$ cat src/rtl/fetch_pkg.sv
// Shared types and constants for the instruction fetch front end.
package fetch_pkg;

    localparam int PC_W        = 64;
    localparam int INSTR_W     = 32;
    localparam int INSTR_BYTES = 4;

    typedef enum logic [1:0] {
        IDLE  = 2'd0,
        FETCH = 2'd1,
        DRAIN = 2'd2
    } fetch_state_t;

    // Sequential PC step; wraps modulo 2^64.
    function automatic logic [PC_W-1:0] next_pc(input logic [PC_W-1:0] pc);
        return pc + PC_W'(INSTR_BYTES);
    endfunction

endpackage

$ cat src/rtl/fetch_fifo.sv
// In-order queue of {pc, instr} pairs between the fetch unit and decode.
module fetch_fifo
    import fetch_pkg::*;
#(
    parameter int DEPTH = 4,
    localparam int AW = $clog2(DEPTH),
    localparam int CW = AW + 1
) (
    input  logic               clk,
    input  logic               reset,
    input  logic               i_push,
    input  logic [PC_W-1:0]    i_pc,
    input  logic [INSTR_W-1:0] i_instr,
    input  logic               i_pop,
    input  logic               i_flush,
    output logic [PC_W-1:0]    o_head_pc,
    output logic [INSTR_W-1:0] o_head_instr,
    output logic [CW-1:0]      o_count
);

    logic [PC_W-1:0]    r_pc_mem    [DEPTH];
    logic [INSTR_W-1:0] r_instr_mem [DEPTH];
    logic [AW-1:0]      r_wr_ptr;
    logic [AW-1:0]      r_rd_ptr;
    logic [CW-1:0]      r_count;
    logic               w_push;
    logic               w_pop;

    assign w_push = i_push && !i_flush;
    assign w_pop  = i_pop && (r_count != '0) && !i_flush;

    always_ff @(posedge clk or negedge reset) begin
        if (!reset) begin
            r_wr_ptr <= '0;
            r_rd_ptr <= '0;
            r_count  <= '0;
        end else if (i_flush) begin
            r_wr_ptr <= '0;
            r_rd_ptr <= '0;
            r_count  <= '0;
        end else begin
            if (w_push) r_wr_ptr <= r_wr_ptr + AW'(1);
            if (w_pop)  r_rd_ptr <= r_rd_ptr + AW'(1);
            case ({w_push, w_pop})
                2'b10:   r_count <= r_count + CW'(1);
                2'b01:   r_count <= r_count - CW'(1);
                default: r_count <= r_count;
            endcase
        end
    end

    always_ff @(posedge clk) begin
        if (w_push) begin
            r_pc_mem[r_wr_ptr]    <= i_pc;
            r_instr_mem[r_wr_ptr] <= i_instr;
        end
    end

    // Head reads as zero when empty so reset and idle outputs are clean.
    assign o_head_pc    = (r_count != '0) ? r_pc_mem[r_rd_ptr]    : '0;
    assign o_head_instr = (r_count != '0) ? r_instr_mem[r_rd_ptr] : '0;
    assign o_count      = r_count;

endmodule

$ cat src/rtl/fetch_queue.sv
// Fetch front end: owns the PC, issues credit-limited imem requests and
// queues returned words for decode; redirects flush and drop stale responses.
module fetch_queue
    import fetch_pkg::*;
#(
    parameter int              DEPTH    = 4,
    parameter logic [PC_W-1:0] RESET_PC = '0
) (
    input  logic               clk,
    input  logic               reset,
    output logic               imem_req_valid,
    input  logic               imem_req_ready,
    output logic [PC_W-1:0]    imem_req_addr,
    input  logic               imem_resp_valid,
    input  logic [INSTR_W-1:0] imem_resp_data,
    input  logic               redirect_valid,
    input  logic [PC_W-1:0]    redirect_pc,
    output logic               instr_valid,
    input  logic               instr_ready,
    output logic [INSTR_W-1:0] instr,
    output logic [PC_W-1:0]    instr_pc,
    output fetch_state_t       dbg_state
);

    // Handshakes: a transfer happens on a posedge where valid && ready are both 1;
    // valid never depends combinationally on ready, and imem responses cannot stall.

    localparam int CW = $clog2(DEPTH) + 1;

    fetch_state_t    r_state;
    fetch_state_t    w_state_nxt;
    logic [PC_W-1:0] r_fetch_pc;
    logic [PC_W-1:0] r_resp_pc;
    logic [CW-1:0]   r_inflight;
    logic [CW-1:0]   r_drop_cnt;
    logic [CW-1:0]   w_inflight_nxt;
    logic [CW-1:0]   w_drop_nxt;
    logic [CW-1:0]   w_count;
    logic [PC_W-1:0] w_redirect_pc;
    logic            w_req_fire;
    logic            w_resp_drop;
    logic            w_resp_live;
    logic            w_push;
    logic            w_pop;

    assign w_redirect_pc = redirect_pc & ~PC_W'(3);

    // Credit: live requests plus queued words never exceed the queue size.
    assign imem_req_valid = (r_state == FETCH) &&
                            (({1'b0, r_inflight} + {1'b0, w_count}) < (CW+1)'(DEPTH));
    assign imem_req_addr  = r_fetch_pc;

    assign w_req_fire  = imem_req_valid && imem_req_ready;
    assign w_resp_drop = imem_resp_valid && (r_drop_cnt != '0);
    assign w_resp_live = imem_resp_valid && (r_drop_cnt == '0);
    assign w_push      = w_resp_live && !redirect_valid;
    assign w_pop       = instr_valid && instr_ready;

    always_comb begin
        w_inflight_nxt = r_inflight;
        w_drop_nxt     = r_drop_cnt;
        if (w_resp_drop) w_drop_nxt = w_drop_nxt - CW'(1);
        if (redirect_valid) begin
            // Every live request, including one accepted now, becomes stale.
            w_drop_nxt     = w_drop_nxt + r_inflight + CW'(w_req_fire) - CW'(w_resp_live);
            w_inflight_nxt = '0;
        end else begin
            w_inflight_nxt = r_inflight + CW'(w_req_fire) - CW'(w_resp_live);
        end
    end

    always_comb begin
        w_state_nxt = r_state;
        case (r_state)
            IDLE:    w_state_nxt = FETCH;
            FETCH:   if (redirect_valid && (w_drop_nxt != '0)) w_state_nxt = DRAIN;
            DRAIN:   if (w_drop_nxt == '0) w_state_nxt = FETCH;
            default: w_state_nxt = IDLE;
        endcase
    end

    always_ff @(posedge clk or negedge reset) begin
        if (!reset) begin
            r_state    <= IDLE;
            r_fetch_pc <= RESET_PC;
            r_resp_pc  <= RESET_PC;
            r_inflight <= '0;
            r_drop_cnt <= '0;
        end else begin
            r_state    <= w_state_nxt;
            r_inflight <= w_inflight_nxt;
            r_drop_cnt <= w_drop_nxt;
            if (redirect_valid)  r_fetch_pc <= w_redirect_pc;
            else if (w_req_fire) r_fetch_pc <= next_pc(r_fetch_pc);
            if (redirect_valid)  r_resp_pc <= w_redirect_pc;
            else if (w_push)     r_resp_pc <= next_pc(r_resp_pc);
        end
    end

    fetch_fifo #(.DEPTH(DEPTH)) u_fifo (
        .clk          (clk),
        .reset        (reset),
        .i_push       (w_push),
        .i_pc         (r_resp_pc),
        .i_instr      (imem_resp_data),
        .i_pop        (w_pop),
        .i_flush      (redirect_valid),
        .o_head_pc    (instr_pc),
        .o_head_instr (instr),
        .o_count      (w_count)
    );

    assign instr_valid = (w_count != '0);
    assign dbg_state   = r_state;

endmodule
$ cat config.mk
export PLATFORM = sky130hd
export DESIGN_NAME = fetch_queue
export DESIGN_NICKNAME = d
export VERILOG_FILES = /design/src/rtl/fetch_pkg.sv /design/src/rtl/fetch_fifo.sv /design/src/rtl/fetch_queue.sv
export SDC_FILE = /design/constraint.sdc
export NUM_CORES = 1
export LEC_CHECK = 0
export BUFFER_PORTS_ARGS = -buffer_cell sky130_fd_sc_hd__buf_2
export CORE_AREA = 4 4 204 206
export DETAILED_ROUTE_END_ITERATION = 7
export DIE_AREA = 0 0 208 210
export GPL_ROUTABILITY_DRIVEN = 0
export PLACE_DENSITY_LB_ADDON = 0.1
export SYNTH_ARGS = -nofsm -noshare
export SYNTH_HDL_FRONTEND = slang
export SYNTH_SLANG_ARGS = --single-unit
$ cat constraint.sdc
create_clock -name clk -period 10.1 [get_ports clk]
set_input_delay 2.02 -clock clk [delete_from_list [all_inputs] [get_ports clk]]
set_output_delay 2.02 -clock clk [all_outputs]
set_load 0.01 [all_outputs]
== Yosys cells after proc, flatten, opt, wreduce, memory -nomap -nowiden ==
Memories as Yosys holds them, arrays and structs flattened.
Cells that the tools add are included.

* Flip-flop bits (word level): 143
* Bits in latches: 0
* Bits in writable memories: 384
* Memory bits (read-only): 0
* Input bits: 102
* Output and inout bits: 164
* Logic and storage cells: 73
* Memories: 2

* $add $sub $neg: 13
* $mul: 0
* Div/mod/pow operators: 0
* $lt $le $gt $ge: 1
* Eq/ne operators: 6
* Shifts and indexed selects: 0
* Muxes and demuxes: 20
* Bitwise logic cells: 0
* Reductions and logical operators: 23

{| class="wikitable"
|+ Memories
! memory !! words !! width !! read ports !! clocked after Yosys merged registers in !! write ports !! line !! source
|-
| u_fifo.r_pc_mem || 4 || 64 || 1 || 0 || 1 || fetch_fifo.sv:21 || <nowiki>logic [PC_W-1:0] r_pc_mem [DEPTH];</nowiki>
|-
| u_fifo.r_instr_mem || 4 || 32 || 1 || 0 || 1 || fetch_fifo.sv:22 || <nowiki>logic [INSTR_W-1:0] r_instr_mem [DEPTH];</nowiki>
|}

{| class="wikitable"
|+ Operators with widths
! operator !! count
|-
| $mux W64 || 5
|-
| $add A64 B3 Y64 const B || 2
|-
| $mux W32 || 1
|-
| $mux W2 || 6
|-
| $mux W3 || 4
|-
| $reduce_bool A3 Y1 || 4
|-
| $logic_and A1 B1 Y1 || 10
|-
| $reduce_bool A2 Y1 || 4
|-
| $add A3 B1 Y3 || 2
|-
| $logic_not A3 Y1 || 2
|-
| $pmux W2 S3 || 1
|-
| $pmux W3 S2 || 1
|-
| $sub A3 B1 Y3 || 2
|-
| $sub A3 B1 Y3 const B || 2
|-
| $add A2 B1 Y2 const B || 2
|-
| $add A3 B3 Y4 || 1
|-
| $eq A2 B1 Y1 const B || 2
|-
| $eq A2 B2 Y1 const B || 2
|-
| $lt A4 B3 Y1 const B || 1
|-
| $add A3 B1 Y3 const B || 1
|-
| $add A3 B3 Y3 || 1
|-
| $logic_not A2 Y1 || 1
|-
| $mux W1 || 2
|-
| $ne A2 B1 Y1 const B || 1
|-
| 3 further kinds || 3
|}

== Longest topological paths before layout ==
Gate-level depths: netlist of run 1.

* Depth in word-level cells: 11
* Mapped depth: 14
* Mapped depth without buffers: 14

== Hierarchy ==
From an unflattened synthesis of run 1, not the netlist that was laid out.

* Cells, all modules: 1545
* Area total of the unflattened synthesis: 23213.5 sq um

{| class="wikitable"
|+ By module, submodules not included
! module !! instances !! cells each !! area each (sq um) !! seq. area each (sq um)
|-
| fetch_fifo || 1 || 656 || 14993.1 || 11706.2
|-
| fetch_queue || 1 || 889 || 8220.4 || 3303.2
|}

== Worst setup path after synthesis of run 1 ==
No wires, ideal clock.

* Kind: input -> register
* Start point: input port redirect_valid
* End point: memory u_fifo.r_instr_mem[0][0] (enable)
* Library setup time: 0.464 ns
* Arrival time: 5.126 ns
* Data required time: 9.636 ns
* Setup slack: 4.510 ns
* Stages: 5
* Path buffers: 3
* Cell sequence: clkbuf_1 > clkinv_1 > clkbuf_1 > clkbuf_1 > and3_1

* Longest elaborated chain between the ends: 5

{| class="wikitable"
|+ Ends and longest elaborated chain
! what !! line !! source
|-
| start: declaration || fetch_queue.sv:16 || <nowiki>input logic redirect_valid,</nowiki>
|-
| $logic_not A1 Y1 * || fetch_fifo.sv:29, fetch_queue.sv:56 ||
|-
| $logic_and A1 B1 Y1 || fetch_queue.sv:56 || <nowiki>assign w_push = w_resp_live && !redirect_valid;</nowiki>
|-
| $logic_and A1 B1 Y1 * || fetch_fifo.sv:29 || <nowiki>assign w_push = i_push && !i_flush;</nowiki>
|-
| $mux W1 * || fetch_fifo.sv:53 || <nowiki>if (w_push) begin</nowiki>
|-
| $mux W1 (not written as such) * || fetch_fifo.sv:55 || <nowiki>r_instr_mem[r_wr_ptr] <= i_instr;</nowiki>
|-
| end: declaration || fetch_fifo.sv:22 ||
|}

Mark *: on every way between the ends. The rest lies on a longest branch, timed or not.

== Worst setup path after layout of run 1 ==
* Start point: register u_fifo.r_rd_ptr[0]
* End point: output port instr_pc[62]

* Longest elaborated chain between the ends: 2

{| class="wikitable"
|+ Ends and longest elaborated chain
! what !! line !! source
|-
| start: declaration || fetch_fifo.sv:24 || <nowiki>logic [AW-1:0] r_rd_ptr;</nowiki>
|-
| start signal: assignment || fetch_fifo.sv:43 || <nowiki>if (w_pop) r_rd_ptr <= r_rd_ptr + AW'(1);</nowiki>
|-
| $mem_v2 Z4 W64 || -- ||
|-
| $mux W64 || fetch_fifo.sv:60 || <nowiki>assign o_head_pc = (r_count != '0) ? r_pc_mem[r_rd_ptr] : '0;</nowiki>
|-
| end: declaration || fetch_queue.sv:21 || <nowiki>output logic [PC_W-1:0] instr_pc,</nowiki>
|}

No other way between the ends.

==> impl_results.md, run 1 <==
* IR drop worst, VDD at 0.000139 V
* Clock power frac at 0.315
* Final TNS setup at 0 ns
* CP Max Fanout at 48
* Unique masters post-synth at 55
* Cell family with most CP delay: buffers and inverters
* Ys flop type: edfxtp_1
* DP HPWL at 33,900 um
* RSZ-0062 raised after global routing: no
* WP data required at 8.08 ns
* Worst path max stage delay at 0.86 ns
* Core ar. at 0.0396 sq mm
* Syn_area_per_cell at 15.2 sq um
* Max Cap Viol at 0
* Register area share after synthesis at 0.660
* Die Y at 210 um
* Yosys warning total at 0
* Sink Count at 515
* Crit. End Element: primary output
* Final #Nets at 1,847
* Clock Skew at 0.0101 ns
* Initial antenna violation count at 4
* Hold crit path type: register to register
* Total number of vias at 13,983
* First-pass GRT wire length at 82,600 um
* Fin crit period at 5.79 ns
* CTS tree: yes
* Worst EP arrival at 3.77 ns
* Post-route DRC at 0
* Sw power at 1.70 mW
* Sequential share of power at 0.442
* TritonCTS Buffers at 52
* Status: finished, final reports clean
* Worst setup SP type: register
* PwrDens at 226 mW/mm^2
* Largest net degree at the start of global routing at 88
* WS Path Type: register to primary output
* Gr usage total at 0.243
* Synth Cell Area at 0.0224 sq mm
* H-tree depth at 2
* Crit path max-delay cell type: buf_4
* Fin crit share at 0.574
* Routed len/inst at 23.3 um
* Vias in the first global route at 13,853
* Post-synth EDFFs at 376
* Bufs and invs on worst path at 3
* Hold Buf Count CTS at 0
* Row cnt at 73
* Utilization after layout at 0.652
* Most used cell, CP: buf_4
* P_int at 4.13 mW
* Leading cell type in the layout, fill and taps excluded: edfxtp_1
* Commonest cells after routing, fill and taps aside: edfxtp_1 (376), buf_2 (258), dfrtp_1 (137), and2_1 (101), mux4_2 (94)
* Comb pwr share at 0.243
* First-pass DRT Iterations at 5
* Worst-path cell chain: buf_4, buf_4, mux4_2, and2_1, buf_2
* Max Slew Vio Count at 0
* Worst-margin pin slew at 1.11 ns
* Total setup buffers inserted after CTS at 0
* Total wire length at 53,500 um
* Port buffer count at 259
* Final hold slack at 0.579 ns
* DR iter-0 viols at 1,018
* GRT overflow at 0
* Root Driver: clkbuf_16
* Layout cells sized above 1 at 0.285
* Via density at 6.08
* Clk_lat worst skew at 0.59 ns
* Synth Register Bits at 515
* Synth-to-layout area growth at 15.4%
* Final setup violation count at 0
* Initial Utilization at 0.565
* DIE AREA at 0.0437 sq mm
* Gates resized, CTS repair at 0
* P_leak at 9.22 nW
* Clock transition at the registers of the reported paths at 0.06 ns
* Max-slew headroom at 0.252
* Total power at 5.83 mW
* Longest Clk Path Bufs at 3
* Hold Vio Cnt, Final at 0
* Sw frac at 0.292
* Max frequency at 173 MHz
* Cells after Synth at 1,472
* I/O pin total at 266
* Antenna Nets Post-Route at 0
* Post-synth ARST share at 0.270
* Die W at 208 um
==> worst reg2reg max path: stages, from the launching register on <==
cell	delay, ns
dfrtp_1	0.38
inv_1	0.11
ha_1	0.26
nand3b_1	0.37
inv_1	0.53
ha_1	0.35
fa_1	0.42
inv_1	0.08
fa_1	0.40
nand2_1	0.08
o311ai_0	0.23
o41ai_1	0.43
o21a_1	0.17
==> final timing paths <==
check	startpoint	to	slack, ns	cells after the start
worst min register to register	u_fifo.r_wr_ptr[1]	u_fifo.r_wr_ptr[1]	0.58	2
worst max-delay path	u_fifo.r_rd_ptr[0]	instr_pc[62]	4.31	5
min in group asynchronous	reset	r_resp_pc[26]	1.44	1
worst max register to register	r_drop_cnt[0]	dbg_state[0]	6.20	12
max in group asynchronous	reset	r_resp_pc[7]	7.22	2
worst min-delay path	u_fifo.r_wr_ptr[1]	u_fifo.r_wr_ptr[1]	0.58	2
==> registers in the layout (all words and copies together), names as in the netlist <==
register	count
dbg_state	2
u_fifo.o_count	3
r_resp_pc	62
u_fifo.r_wr_ptr	2
imem_req_addr	62
u_fifo.r_rd_ptr	2
u_fifo.r_pc_mem	248
r_inflight	3
u_fifo.r_instr_mem	128
r_drop_cnt	3
==> power groups by stage <==
| stage | clock network [mW] | registers [mW] | logic (mW) |
|---|---|---|---|
| floorplan | 0 | 2.55 | 0.965 |
| global placement | 0 | 2.61 | 1.43 |
| detailed placement | 0 | 2.62 | 1.44 |
| CTS | 1.88 | 2.57 | 1.44 |
| global route | 1.97 | 2.60 | 1.55 |
| finish | 1.84 | 2.58 | 1.42 |
==> logic make-up (layout without fill, tap and decap cells) <==
group	Yosys count	in the layout	share of synthesized area
flops	515	515	0.660
fa+ha+maj	18	18	0.0114
xor+xnor	76	76	0.0304
other cells	1	8	0.000167
buf+inv	112	406	0.0197
simple gates	468	468	0.118
mux	149	149	0.122
compound gates	133	133	0.0384
==> cell usage after synthesis, types with 26 or more instances <==
master / number / share of area
clkbuf_1: 58 / 0.0097
nand2_1: 57 / 0.0096
nand4_1: 48 / 0.013
mux4_2: 94 / 0.095
nand3_1: 48 / 0.011
nor2_1: 63 / 0.011
nor3_1: 26 / 0.0058
a31oi_1: 37 / 0.010
inv_1: 33 / 0.0055
a21oi_1: 26 / 0.0058
edfxtp_1: 376 / 0.50
and2_1: 101 / 0.028
dfrtp_1: 139 / 0.16
xor2_1: 29 / 0.011
mux2_2: 51 / 0.026
xnor2_1: 46 / 0.018
==> through the flow <==
step                cell area (sq um)  instances  setup WS [ns]
floorplan                       22400       1475           4.51
global placement                24200       2198           4.75
detailed placement              24200       2198           4.78
CTS                             25800       2294           4.15
global route                    25800       2296           3.96
finish                          25800       2298           4.31
==> area by class of cell <==
cell class	count	area [sq um]
tap	525	657
multi-input combinational	848	7220
sequential	515	14800
clock inverter	26	238
clock buffer	70	1380
antenna	4	10.0
inverter	34	130
timing repair buffer	276	1430
fill	2946	13800
==> per-layer routing <==
| metal | track usage | vias up | wire length [um] |
|---|---|---|---|
| li1 | - | 6237 | - |
| met1 | 0.352 | 7142 | 23000 |
| met2 | 0.381 | 517 | 25300 |
| met3 | 0.0500 | 85 | 3680 |
| met4 | 0.0736 | 2 | 1510 |
| met5 | 0 | - | 16 |
Note: power is estimated with default switching activity, not from simulation.
==> run 2: changes to the inputs <==
--- a/config.mk
+++ b/config.mk
@@ -6,9 +6,9 @@
 export NUM_CORES = 1
 export LEC_CHECK = 0
 export BUFFER_PORTS_ARGS = -buffer_cell sky130_fd_sc_hd__buf_2
-export CORE_AREA = 4 4 204 206
+export CORE_AREA = 4 4 211 213
 export DETAILED_ROUTE_END_ITERATION = 7
-export DIE_AREA = 0 0 208 210
+export DIE_AREA = 0 0 215 217
 export GPL_ROUTABILITY_DRIVEN = 0
 export PLACE_DENSITY_LB_ADDON = 0.1
 export SYNTH_ARGS = -nofsm -noshare
==> constraint.sdc (replaced) <==
create_clock -name clk -period 4.79 [get_ports clk]
set_input_delay 0.958 -clock clk [delete_from_list [all_inputs] [get_ports clk]]
set_output_delay 0.958 -clock clk [all_outputs]
set_load 0.01 [all_outputs]
==> impl_results.md, run 2 (same netlist as run 1, synthesis figures left out) <==
* Status: finished, final reports clean
* DIE AREA at 0.0467 sq mm (+6.8%)
* First-pass DRT Iterations at 5 (unchanged)
* Gr usage total at 0.232 (-0.0112)
* PwrDens at 473 mW/mm^2 (+110%)
* Clk_lat worst skew at 0.59 ns (about the same)
* Routed len/inst at 23.4 um (+0.34%)
* Die Y at 217 um (+3.3%)
* Hold crit path type: input port to asynchronous set/reset pin
* Via density at 5.95 (-2.2%)
* Final #Nets at 1,858 (+0.60%)
* Final TNS setup at 0 ns (unchanged)
* Bufs and invs on worst path at 2 (-1)
* Root Driver: clkbuf_16
* Initial Utilization at 0.524 (-0.0404)
* Fin crit share at 0.761
* Port buffer count at 259 (unchanged)
* Core ar. at 0.0427 sq mm (+7.7%)
* First-pass GRT wire length at 83,200 um (+0.78%)
* Max reg flops at 248 (unchanged)
* Sink Count at 515 (unchanged)
* Clock Skew at 0.0166 ns (+0.00648 ns)
* Total wire length at 54,400 um (+1.6%)
* Hold Buf Count CTS at 0 (unchanged)
* Sw frac at 0.291 (-0.000984)
* Clock power frac at 0.313 (-0.002)
* Final setup violation count at 0 (unchanged)
* RSZ-0062 raised after global routing: no
* Largest net degree at the start of global routing at 88 (unchanged)
* Worst setup SP type: register
* WS Path Type: register to primary output
* Largest regs: u_fifo.r_pc_mem x248, u_fifo.r_instr_mem x128
* Register area at 0.0148 sq mm (unchanged)
* Worst-margin pin slew at 0.938 ns (-0.173 ns)
* Filler Cell Count at 3,318 (+13%)
* Reg with most FFs: u_fifo.r_pc_mem
* Sequential share of power at 0.440 (-0.002)
* Hold Vio Cnt, Final at 0 (unchanged)
* Longest Clk Path Bufs at 3 (unchanged)
* Max-slew headroom at 0.369 (+0.116)
* Cell family with most CP delay: flip-flops
* Crit. End Element: primary output
* DP HPWL at 36,000 um (+6.2%)
* CTS tree: yes
* Max frequency at 274 MHz
* Worst path max stage delay at 0.77 ns (-0.09 ns)
* H-tree depth at 2 (unchanged)
* Worst EP arrival at 2.69 ns (-1.08 ns)
* Leading cell type in the layout, fill and taps excluded: edfxtp_1
* Max Slew Vio Count at 0 (unchanged)
* Max Cap Viol at 0 (unchanged)
* Post-route DRC at 0 (unchanged)
* P_leak at 9.30 nW (+0.94%)
* Clock transition at the registers of the reported paths at 0.06 ns (about the same)
* P_int at 8.74 mW (+110%)
* Comb pwr share at 0.247 (+0.004)
* Initial antenna violation count at 5 (+1)
* Total setup buffers inserted after CTS at 0 (unchanged)
* Row cnt at 76 (+4.1%)
* Gates resized, CTS repair at 0 (unchanged)
* GRT overflow at 0 (unchanged)
* Total number of vias at 13,845 (-0.99%)
* Multi-input logic area at 0.00722 sq mm (unchanged)
* I/O pin total at 266 (unchanged)
* Fin crit period at 3.65 ns
* Layout cells sized above 1 at 0.293 (+0.00739)
* Final hold slack at 0.454 ns (-0.125 ns)
* Synth-to-layout area growth at 16.3%
* DR iter-0 viols at 1,034 (+1.6%)
* IR drop worst, VDD at 0.000242 V (+74%)
* TritonCTS Buffers at 51 (-1.9%)
* Antenna Nets Post-Route at 0 (unchanged)
* Crit path max-delay cell type: dfrtp_4
* Sw power at 3.58 mW (+110%)
* Commonest cells after routing, fill and taps aside: edfxtp_1 (376), buf_2 (258), dfrtp_1 (137), and2_1 (101), mux4_2 (94)
* WP data required at 3.83 ns (-4.25 ns)
* Vias in the first global route at 13,830 (-0.17%)
* CP Max Fanout at 25 (-48%)
* Worst-path cell chain: buf_4, mux4_2, and2_1, buf_2
* Die W at 215 um (+3.4%)
==> run 2: cell count changes in the layout (fill, tap and decap cells not counted), moves of 2 or more <==
cell       before  now
buf_12          0    7
diode_2         4    1
bufinv_16       4    2
clkbuf_8        1    9
buf_4          17   22
clkinv_1       11    6
==> run 2: cell type report <==
class	count	area share
flip-flops and latches	515	0.568
multi-input cells	848	0.277
clock inverters	18	0.00606
diodes	1	0.0000961
clock buffers	76	0.0561
well taps	546	0.0262
inverters	34	0.00500
repair buffers	288	0.0618
==> run 2: through the flow <==
stage,total power [mW],utilization,worst slack [ns],cells,area (sq um)
final,12.3,0.610,1.14,2326,26000
after global routing,12.9,0.610,0.898,2325,26000
after CTS,12.5,0.610,1.02,2325,26000
after detailed placement,8.61,0.572,1.23,2231,24400
after global placement,8.56,0.572,1.25,2231,24400
after floorplan,7.41,-,0.262,1475,22400
==> run 2: power groups by stage <==
stage	Clock [mW]	Combinational, mW	Sequential, mW
final	3.85	3.04	5.42
after global routing	4.12	3.35	5.47
after CTS	3.94	3.11	5.42
after detailed placement	0	3.10	5.51
after global placement	0	3.07	5.49
after floorplan	0	2.03	5.38
==> run 2: worst paths after layout <==
path	start	to	slack, ns	cells after the start
setup / recovery	u_fifo.r_rd_ptr[0]	instr_pc[10]	1.14	4
hold / removal	reset	imem_req_addr[32]	0.45	1
setup reg to reg	r_inflight[1]	dbg_state[0]	1.19	11
hold reg to reg	r_resp_pc[63]	u_fifo.r_pc_mem[2][63]	0.57	0
max in group asynchronous	reset	r_resp_pc[12]	3.37	2
min in group clk	r_resp_pc[63]	u_fifo.r_pc_mem[2][63]	0.57	0
==> run 2: layer usage <==
layer	GRT usage	up-vias	part of all wire
met5	0	-	0.00039
li1	-	6270	-
met2	0.368	429	0.48
met3	0.0422	94	0.056
met1	0.331	7048	0.44
met4	0.0747	4	0.030
